## config.mk

```make
export PLATFORM = sky130hd
export DESIGN_NAME = elastic_pipeline
export DESIGN_NICKNAME = d
export VERILOG_FILES = /design/src/rtl/elastic_pipeline_pkg.sv /design/src/rtl/elastic_skid_stage.sv /design/src/rtl/elastic_pipeline.sv
export SDC_FILE = /design/constraint.sdc
export NUM_CORES = 1
export LEC_CHECK = 0
export ABC_AREA = 1
export BUFFER_PORTS_ARGS = -buffer_cell sky130_fd_sc_hd__buf_4
export CAP_MARGIN = 10
export CORE_UTILIZATION = 50
export CTS_BUF_LIST = sky130_fd_sc_hd__clkbuf_4 sky130_fd_sc_hd__clkbuf_8 sky130_fd_sc_hd__clkbuf_16
export DETAILED_ROUTE_END_ITERATION = 6
export PLACE_DENSITY = 0.75
export SKIP_LAST_GASP = 1
export SYNTH_ARGS = -nofsm -noshare
export SYNTH_HDL_FRONTEND = slang
export SYNTH_HIERARCHICAL = 1
export SYNTH_SLANG_ARGS = --single-unit
```

## constraint.sdc

```tcl
create_clock -name i_clk -period 1 [get_ports i_clk]
set_input_delay 0.1 -clock i_clk [delete_from_list [all_inputs] [get_ports i_clk]]
set_output_delay 0.1 -clock i_clk [all_outputs]
set_load 0.03 [all_outputs]
```

## src/rtl/elastic_pipeline_pkg.sv

```systemverilog
// rtl/elastic_pipeline_pkg.sv - shared defaults and helpers for the elastic pipeline
// Optional occupancy counter is enabled by ELASTIC_PIPE_OCCUPANCY_EN.
package elastic_pipeline_pkg;

    localparam int DATA_W_DEF = 32;
    localparam int STAGES_DEF = 5;

    // Counter width able to hold 0..2*stages beats.
    function automatic int cnt_width(input int stages);
        return $clog2(2 * stages + 1);
    endfunction

    // Beats held by one stage given its main/skid valids.
    function automatic logic [1:0] occupancy(input logic m_v, input logic s_v);
        return {1'b0, m_v} + {1'b0, s_v};
    endfunction

endpackage

```

## src/rtl/elastic_skid_stage.sv

```systemverilog
// rtl/elastic_skid_stage.sv - one 2-entry skid stage with registered ready and flush
// With ELASTIC_PIPE_OCCUPANCY_EN the stage also reports its next-state occupancy.
module elastic_skid_stage
    import elastic_pipeline_pkg::*;
#(
    parameter int DATA_W = DATA_W_DEF
) (
    input  logic              i_clk,
    input  logic              i_reset,
    input  logic              i_in_valid,
    input  logic [DATA_W-1:0] i_in_data,
    output logic              o_in_ready,
    output logic              o_out_valid,
    output logic [DATA_W-1:0] o_out_data,
    input  logic              i_out_ready,
    input  logic              i_flush
`ifdef ELASTIC_PIPE_OCCUPANCY_EN
    ,
    output logic [1:0]        o_occ_next
`endif
);

    logic              m_v_q, m_v_d;
    logic              s_v_q, s_v_d;
    logic [DATA_W-1:0] m_d_q, m_d_d;
    logic [DATA_W-1:0] s_d_q, s_d_d;
    logic              in_ready_q;
    logic              push;
    logic              pop;

    assign push = i_in_valid & in_ready_q;
    assign pop  = m_v_q & i_out_ready;

    // Next-state: refill main from skid (or input) when it empties, park input in skid otherwise.
    always_comb begin
        m_v_d = m_v_q;
        m_d_d = m_d_q;
        s_v_d = s_v_q;
        s_d_d = s_d_q;
        if (pop || !m_v_q) begin
            if (s_v_q) begin
                m_v_d = 1'b1;
                m_d_d = s_d_q;
                s_v_d = 1'b0;
            end else begin
                m_v_d = push;
                if (push) begin
                    m_d_d = i_in_data;
                end
            end
        end else if (push) begin
            s_v_d = 1'b1;
            s_d_d = i_in_data;
        end
        // Flush kills whatever would sit here after the edge; the pop and push still complete.
        if (i_flush) begin
            m_v_d = 1'b0;
            s_v_d = 1'b0;
        end
    end

    // State registers; ready is registered from next-state skid occupancy.
    always_ff @(posedge i_clk) begin
        if (i_reset) begin
            m_v_q      <= 1'b0;
            s_v_q      <= 1'b0;
            m_d_q      <= '0;
            s_d_q      <= '0;
            in_ready_q <= 1'b0;
        end else begin
            m_v_q      <= m_v_d;
            s_v_q      <= s_v_d;
            m_d_q      <= m_d_d;
            s_d_q      <= s_d_d;
            in_ready_q <= !s_v_d;
        end
    end

    assign o_in_ready  = in_ready_q;
    assign o_out_valid = m_v_q;
    assign o_out_data  = m_d_q;

`ifdef ELASTIC_PIPE_OCCUPANCY_EN
    assign o_occ_next = i_reset ? 2'd0 : occupancy(m_v_d, s_v_d);
`endif

endmodule

```

## src/rtl/elastic_pipeline.sv

```systemverilog
// rtl/elastic_pipeline.sv - N-stage elastic pipeline of skid stages with per-stage flush
// Define ELASTIC_PIPE_OCCUPANCY_EN to add the registered o_count occupancy output.
module elastic_pipeline
    import elastic_pipeline_pkg::*;
#(
    parameter int DATA_W = DATA_W_DEF,
    parameter int STAGES = STAGES_DEF
`ifdef ELASTIC_PIPE_OCCUPANCY_EN
    ,
    parameter int CNT_W  = cnt_width(STAGES)
`endif
) (
    input  logic              i_clk,
    input  logic              i_reset,
    input  logic              i_in_valid,
    input  logic [DATA_W-1:0] i_in_data,
    output logic              o_in_ready,
    output logic              o_out_valid,
    output logic [DATA_W-1:0] o_out_data,
    input  logic              i_out_ready,
    input  logic [STAGES-1:0] i_flush_mask
`ifdef ELASTIC_PIPE_OCCUPANCY_EN
    ,
    output logic [CNT_W-1:0]  o_count
`endif
);

    // Link k connects stage k-1 to stage k; link 0 is the producer, link STAGES the consumer.
    logic [STAGES:0]   vld;
    logic [STAGES:0]   rdy;
    logic [DATA_W-1:0] dat [0:STAGES];

    assign vld[0]      = i_in_valid;
    assign dat[0]      = i_in_data;
    assign o_in_ready  = rdy[0];
    assign rdy[STAGES] = i_out_ready;
    assign o_out_valid = vld[STAGES];
    assign o_out_data  = dat[STAGES];

`ifdef ELASTIC_PIPE_OCCUPANCY_EN
    logic [1:0] occ [0:STAGES-1];
`endif

    for (genvar k = 0; k < STAGES; k++) begin : g_stage
        elastic_skid_stage #(
            .DATA_W (DATA_W)
        ) u_stage (
            .i_clk       (i_clk),
            .i_reset     (i_reset),
            .i_in_valid  (vld[k]),
            .i_in_data   (dat[k]),
            .o_in_ready  (rdy[k]),
            .o_out_valid (vld[k+1]),
            .o_out_data  (dat[k+1]),
            .i_out_ready (rdy[k+1]),
            .i_flush     (i_flush_mask[k])
`ifdef ELASTIC_PIPE_OCCUPANCY_EN
            ,
            .o_occ_next  (occ[k])
`endif
        );
    end

`ifdef ELASTIC_PIPE_OCCUPANCY_EN
    logic [CNT_W-1:0] count_d, count_q;

    // Sum next-state occupancy so the count equals beats held after the edge, flushes included.
    always_comb begin
        count_d = '0;
        for (int k = 0; k < STAGES; k++) begin
            count_d = count_d + CNT_W'(occ[k]);
        end
    end

    // Registered occupancy count.
    always_ff @(posedge i_clk) begin
        if (i_reset) begin
            count_q <= '0;
        end else begin
            count_q <= count_d;
        end
    end

    assign o_count = count_q;
`endif

endmodule

```

# --- After elaboration in Yosys (flattened, before gate mapping) ---
# Index checks and enable logic that the tools add are counted.
totals:
  ff_bits: 335
  inputBits: 41
  out_inout_bits: 34
  word_cells: 101
op_classes:
  mux: 30
  bitwise_logic: 11
  n_reduce_logical: 35
ops:
  columns: ["cell", "count"]
  rows:
  - ["32-bit two-way mux", 10]
  - ["1-bit two-way mux", 20]
  - ["2-bit AND reduction", 10]
  - ["1-bit logical NOT", 10]
  - ["2-bit nonzero test", 5]
  - ["2-bit OR reduction", 5]
  - ["1-bit AND", 6]
  - ["1-bit logical OR", 5]
  - ["1-bit NOT", 5]

# --- Longest topological paths before layout ---
depth:
  ltp_word: 5
  depth_mapped: 9
  mapped_depth_nobuf: 6

# --- By module ---
# Netlist, hierarchy kept.
modules_own_cells:
  columns: ["mod", "instances", "cells_each", "area_per_inst_um2", "seq_area_each_um2"]
  rows:
  - ["elastic_skid_stage", 5, 494, 3080.5, 1341.3]

# --- Worst setup path before layout ---
# OpenSTA, ideal clock, no wires.
synth_path:
  path_type: "reg-to-reg"
  start: "register g_stage[0].u_stage.in_ready_q"
  end: "register g_stage[0].u_stage.m_d_q[10]"
  setup_ps: 113
  arrival_ps: 1217
  required_ps: 887
  slack_ps: -330
  stages_incl_launch_ff: 8
  path_buffers: 2
  synth_period_minus_slack_ps: 1330
  cell_sequence: "dfxtp_1 nand2_1 nand2_2 nand2_2 buf_6 buf_4 nor2_1 nor2_1"
synth_via:
  elab_chain_len: 3
synth_lines:
  columns: ["item", "line_no", "source"]
  rows:
  - ["start: declaration", "elastic_skid_stage.sv:27", "logic in_ready_q;"]
  - ["start signal: assignment", "elastic_skid_stage.sv:75", "in_ready_q <= !s_v_d;"]
  - ["1-bit AND", "elastic_skid_stage.sv:31", "assign push = i_in_valid & in_ready_q;"]
  - ["2-bit nonzero test (no source line)", null, null]
  - ["2-bit AND reduction (no source line)", null, null]
  - ["end signal: assignment", "elastic_skid_stage.sv:73", "m_d_q <= m_d_d;"]
  - ["end: declaration", "elastic_skid_stage.sv:25", "logic [DATA_W-1:0] m_d_q, m_d_d;"]
# No other way between the ends.
# A chain may end at the register's enable or synchronous reset.

# --- Final worst setup path ---
layout_path:
  start: "register g_stage[1].u_stage.in_ready_q"
  end: "register g_stage[0].u_stage.s_d_q[20]"
layout_via:
  elab_chain_len: 4
layout_lines:
  columns: ["item", "line_no", "source"]
  rows:
  - ["start: declaration", "elastic_skid_stage.sv:27", null]
  - ["start signal: assignment", "elastic_skid_stage.sv:75", null]
  - ["1-bit AND", "elastic_skid_stage.sv:32", "assign pop = m_v_q & i_out_ready;"]
  - ["1-bit logical OR", "elastic_skid_stage.sv:40", "if (pop || !m_v_q) begin"]
  - ["1-bit NOT (no source line)", null, null]
  - ["2-bit AND reduction (no source line)", null, null]
  - ["end signal: assignment", "elastic_skid_stage.sv:68", "s_d_q <= '0;"]
  - ["end signal: assignment", "elastic_skid_stage.sv:74", "s_d_q <= s_d_d;"]
  - ["end: declaration", "elastic_skid_stage.sv:26", "logic [DATA_W-1:0] s_d_q, s_d_d;"]
# No other way between the ends.

==> impl.org <==
** Outcome
- The checks that failed: design-rule violations, negative setup slack.
- Result of the run :: finished, violations left

** Synthesis
- Most used DFF post-synth :: dfxtp_1
- Library cell with the highest instance count after synthesis :: nand2_1
- The number of different library cells used by synthesis comes to 16.
- Post-synthesis sequential area ratio :: 0.4354
- Counting flops and latches in the post-synthesis netlist gives between 300 and 400.
- Fraction of post-synthesis cell area in the top cell type by area :: 0.4354
- Count of warnings emitted by yosys :: 6
- Sorting the synthesized cells by area gives the leading types as dfxtp_1, nand2_1, nor2_1.
- Commonest cells in the synthesized netlist :: nand2_1, nor2_1, inv_1
- Total standard cell area after synthesis :: approximately 15000 µm²
- Most area-hungry cell type in the Yosys netlist :: dfxtp_1
- The number of nets in the synthesized netlist is 2511.
- In this run, synthesis inferred 0 flip-flops with an integrated enable.
- Count of mapped cells out of synthesis :: 2470
- Dividing the synthesized area by the synthesized cell count gives 6.236 µm².
- Share of synthesized flip-flops with an asynchronous set or reset :: 0

** Clock network
- TritonCTS Buffers :: 35
- Root cell of the clock tree :: clkbuf_16
- TritonCTS built the clock tree.
- Insertion delay of the later-clocked pin in the worst-skew pair :: roughly 0.52 ns
- The clock net in this run drives a total of about 340 sinks.
- The H-tree generated during clock tree synthesis spans 2 levels.
- Clock-pin slew was measured on the worst setup and hold paths at 0.07 ns.
- Maximum clock path buffer count :: 3

** STA
- Final WS setup :: -0.3995 ns
- Transition time at the pin with the least slew margin :: 0.6018 ns
- After routing, the total negative slack on setup checks comes to -65.73 ns.
- The worst pin sits at a relative slew slack of 0.5975.
- Dividing the final minimum period by the clock period gives 1.399.
- Between clock sinks in the finished design, the worst skew comes to 0.02094 ns.
- Across all hold checks on the routed design, the worst slack comes to around 0.21 ns.
- Unrepaired setup endpoints after global routing :: true
- Setup violators final :: 363
- Highest clock rate :: 0.7145 GHz
- Final Hold Violating Endpoints :: 0
- Post-layout min period :: 1.399 ns
- Final Max Slew Viols :: 0

** Drt
- Ratio of routed vias to standard cells :: 4.941
- Vias after detailed routing :: 15000
- Initial detailed-routing violation count :: around 1200
- Final antenna-violating net count :: 0
- Total wirelength of the detailed-routed design :: 44070 µm
- First drt pass iteration count :: 7
- After detailed routing, the average wire length per cell comes to around 15 µm.
- Post-route DRC violation count :: 1

** Worst setup path
- Cell seen most often among critical-path stages :: nand2_4
- In this run the worst path has a maximum fanout of 6.
- In this run the critical register-to-register path is launched from g_stage[1].u_stage/o_in_ready.
- Together, buffers and inverters on the worst path number 3.
- The endpoint identified for the worst register-to-register timing path is g_stage[0].u_stage/s_d_q[20].
- Cell Chain, Critical Path :: inv_2 -> nand2_4 -> nor2_4 -> buf_8 -> clkbuf_16 -> nand2_4 -> nand2_1 -> nor2_1
- Tracing the worst setup path back leads to its startpoint at g_stage[1].u_stage/o_in_ready.
- In this run the register-to-register setup slack is -0.40 ns.
- The worst setup path is captured at a flip-flop.
- Cells on worst reg2reg path :: 8
- Crit path to :: g_stage[0].u_stage/s_d_q[20]
- Cell at the slowest stage of the critical path :: dfxtp_2
- In this design, the largest share of critical-path delay is due to simple AND/OR/NAND/NOR gates.
- The worst setup path is launched from a flip-flop.
- For this run, the slowest stage of the critical path takes 0.33 ns.
- Crit path DAT :: 1.80 ns
- Worst endpoint required time :: 1.40 ns
- The critical path is of the flip-flop to flip-flop type.
- Counting buffers and inverters, the worst setup path is 8 cells deep.

** Layout
- Register Area :: 6748 µm²
- The repair_antennas step left the layout with diodes totalling 0.
- Of the cells placed in the final design, the portion with a size suffix greater than 1 is 0.2381.
- Fill cell total of the finished layout :: 2113
- Summing all multi-input logic gate instances after layout gives 7951 µm².
- Final design instance area without fill :: 21040 µm²
- The count of cells in the finished layout, fillers not included, comes to 3036.
- After the last flow step, the layout net total stands at approximately 2700.
- Area added between synthesis and finish :: 36.62%

** Flow run
- Across the run, the number of max-cap violations was 0.

** Global route
- The first global-routing pass estimated 58960 µm of wire.
- Entering global routing, the biggest net connects 66 pins.
- Antenna violations before repair :: 0
- Global Route Usage Sum :: 0.2219
- Via count of the first global-routing pass :: 12830
- Total congestion overflow :: 0

** Power
- The worst-case IR drop observed on VDD is ~1.6 mV.
- In this run the static leakage power is 9.704 nW.
- Power per unit of standard cell area :: 1389 nW/µm²

** Placed design
- Post-DP HPWL :: 17330 µm
- After detailed placement, the design holds a cell count of 2848.
- RD Place Congestion :: 0.7381
- Placed cell area :: 16420 µm²
- Port Buffer Count :: 74

** Die
- The die is 177.5 µm tall.
- Area of the die :: 31510 µm²
- 75 I/O pins were placed.
- Row count :: 63
- Core Region :: 29950 µm²
- Chip Width :: 177.5 µm
- For this configuration, the core starts out at a cell density of 0.5142.

** Hold path
- The path class of the tightest hold or removal check is primary input to flip-flop.
[per-layer routing]
metal | wire length (µm) | GRT usage | vias up
met5 | 0 | 0 | -
met4 | 2838 | 0.09295 | 0
met3 | 2039 | 0.03106 | 236
met2 | 22030 | 0.3901 | 581
met1 | 17150 | 0.2700 | 6688
li1 | - | - | 7495
[layout make-up]
class,instances,area share
Timing Repair Buffer,247,0.1586
Clock buffer,54,0.05447
Sequential cell,335,0.3207
Inverter,345,0.06178
Multi-Input combinational cell,1656,0.3779
Tap cell,390,0.02319
Clock inverter,9,0.003449
[tightest hold or removal path: cells and delay by family]
| family | cells | cell delay [ns] |
|---|---|---|
| AND/OR/NAND/NOR | 2 | 0.10 |
| buffers and inverters | 3 | 0.49 |
[power breakdown]
group	total, W	leakage, nW	switching [W]	internal (W)
registers	0.0136	2.72	0.000101	0.0135
clock network	0.0136	0.615	0.00547	0.00816
logic	0.00200	6.37	0.00119	0.000809
total	0.0292	9.70	0.00676	0.0225
[cells by family (layout without fill, tap and decap cells)]
family                 after synthesis  in the layout  synth area share
AO/OA/AOI/OAI                      170            170           0.05565
buffers and inverters              480            655            0.1344
flip-flops                         335            335            0.4354
AND/OR/NAND/NOR                   1485           1486            0.3745
[state kept, by name (all words and copies together), names as in the netlist]
name and flops:
g_stage.u_stage/o_in_ready 5, g_stage.u_stage/s_d_q 160, g_stage.u_stage/o_out_data 160, g_stage.u_stage/o_out_valid 5
g_stage.u_stage/s_v_q 5
[per-stage QoR]
step | setup slack [ns] | utilization | power, W
after global placement | -0.1238 | 0.5482 | 0.01511
final | -0.3995 | 0.7025 | 0.02922
after global routing | -0.4252 | 0.7025 | 0.03011
after CTS | -0.1970 | 0.6402 | 0.02887
after floorplan | -0.09465 | - | 0.01477
after detailed placement | -0.1809 | 0.5482 | 0.01514
[what timing repair did]
| action | 4_1_cts | 5_1_grt |
|---|---|---|
| hold buffers | 39 | 0 |
| pin swaps | 19 | 86 |
| buffers inserted | 21 | 20 |
| resized for setup | 126 | 365 |
| cloned | 20 | 38 |
| endpoints found under the setup margin | 357 | 364 |
| endpoints found under the hold margin | 52 | 0 |
[placed cells by master (no fill, tap or decap), types with 19 or more instances in the layout]
cell type / count
nand2_1: 607
nor2_1: 556
inv_1: 334
dfxtp_1: 320
nand2_2: 141
o21ai_0: 129
buf_4: 94
nand2_4: 71
clkbuf_16: 64
nor2_2: 60
buf_12: 41
nor2_4: 39
dlygate4sd3_1: 39
buf_6: 23
o21ai_1: 19
[how the worst min path moves through the flow]
| stage | startpoint | to | cells past startpoint |
|---|---|---|---|
| 2_1_floorplan | i_reset | g_stage[0].u_stage/o_in_ready | 1 |
| 3_3_place_gp | i_flush_mask[4] | g_stage[4].u_stage/o_out_valid | 4 |
| 3_5_place_dp | i_flush_mask[4] | g_stage[4].u_stage/o_out_valid | 4 |
| 4_1_cts | i_in_valid | g_stage[0].u_stage/o_in_ready | 6 |
| 5_1_grt | i_reset | g_stage[2].u_stage/o_out_data[7] | 5 |
| 6_report | i_reset | g_stage[1].u_stage/o_out_data[5] | 5 |
Note: power is estimated with default switching activity, not from simulation.
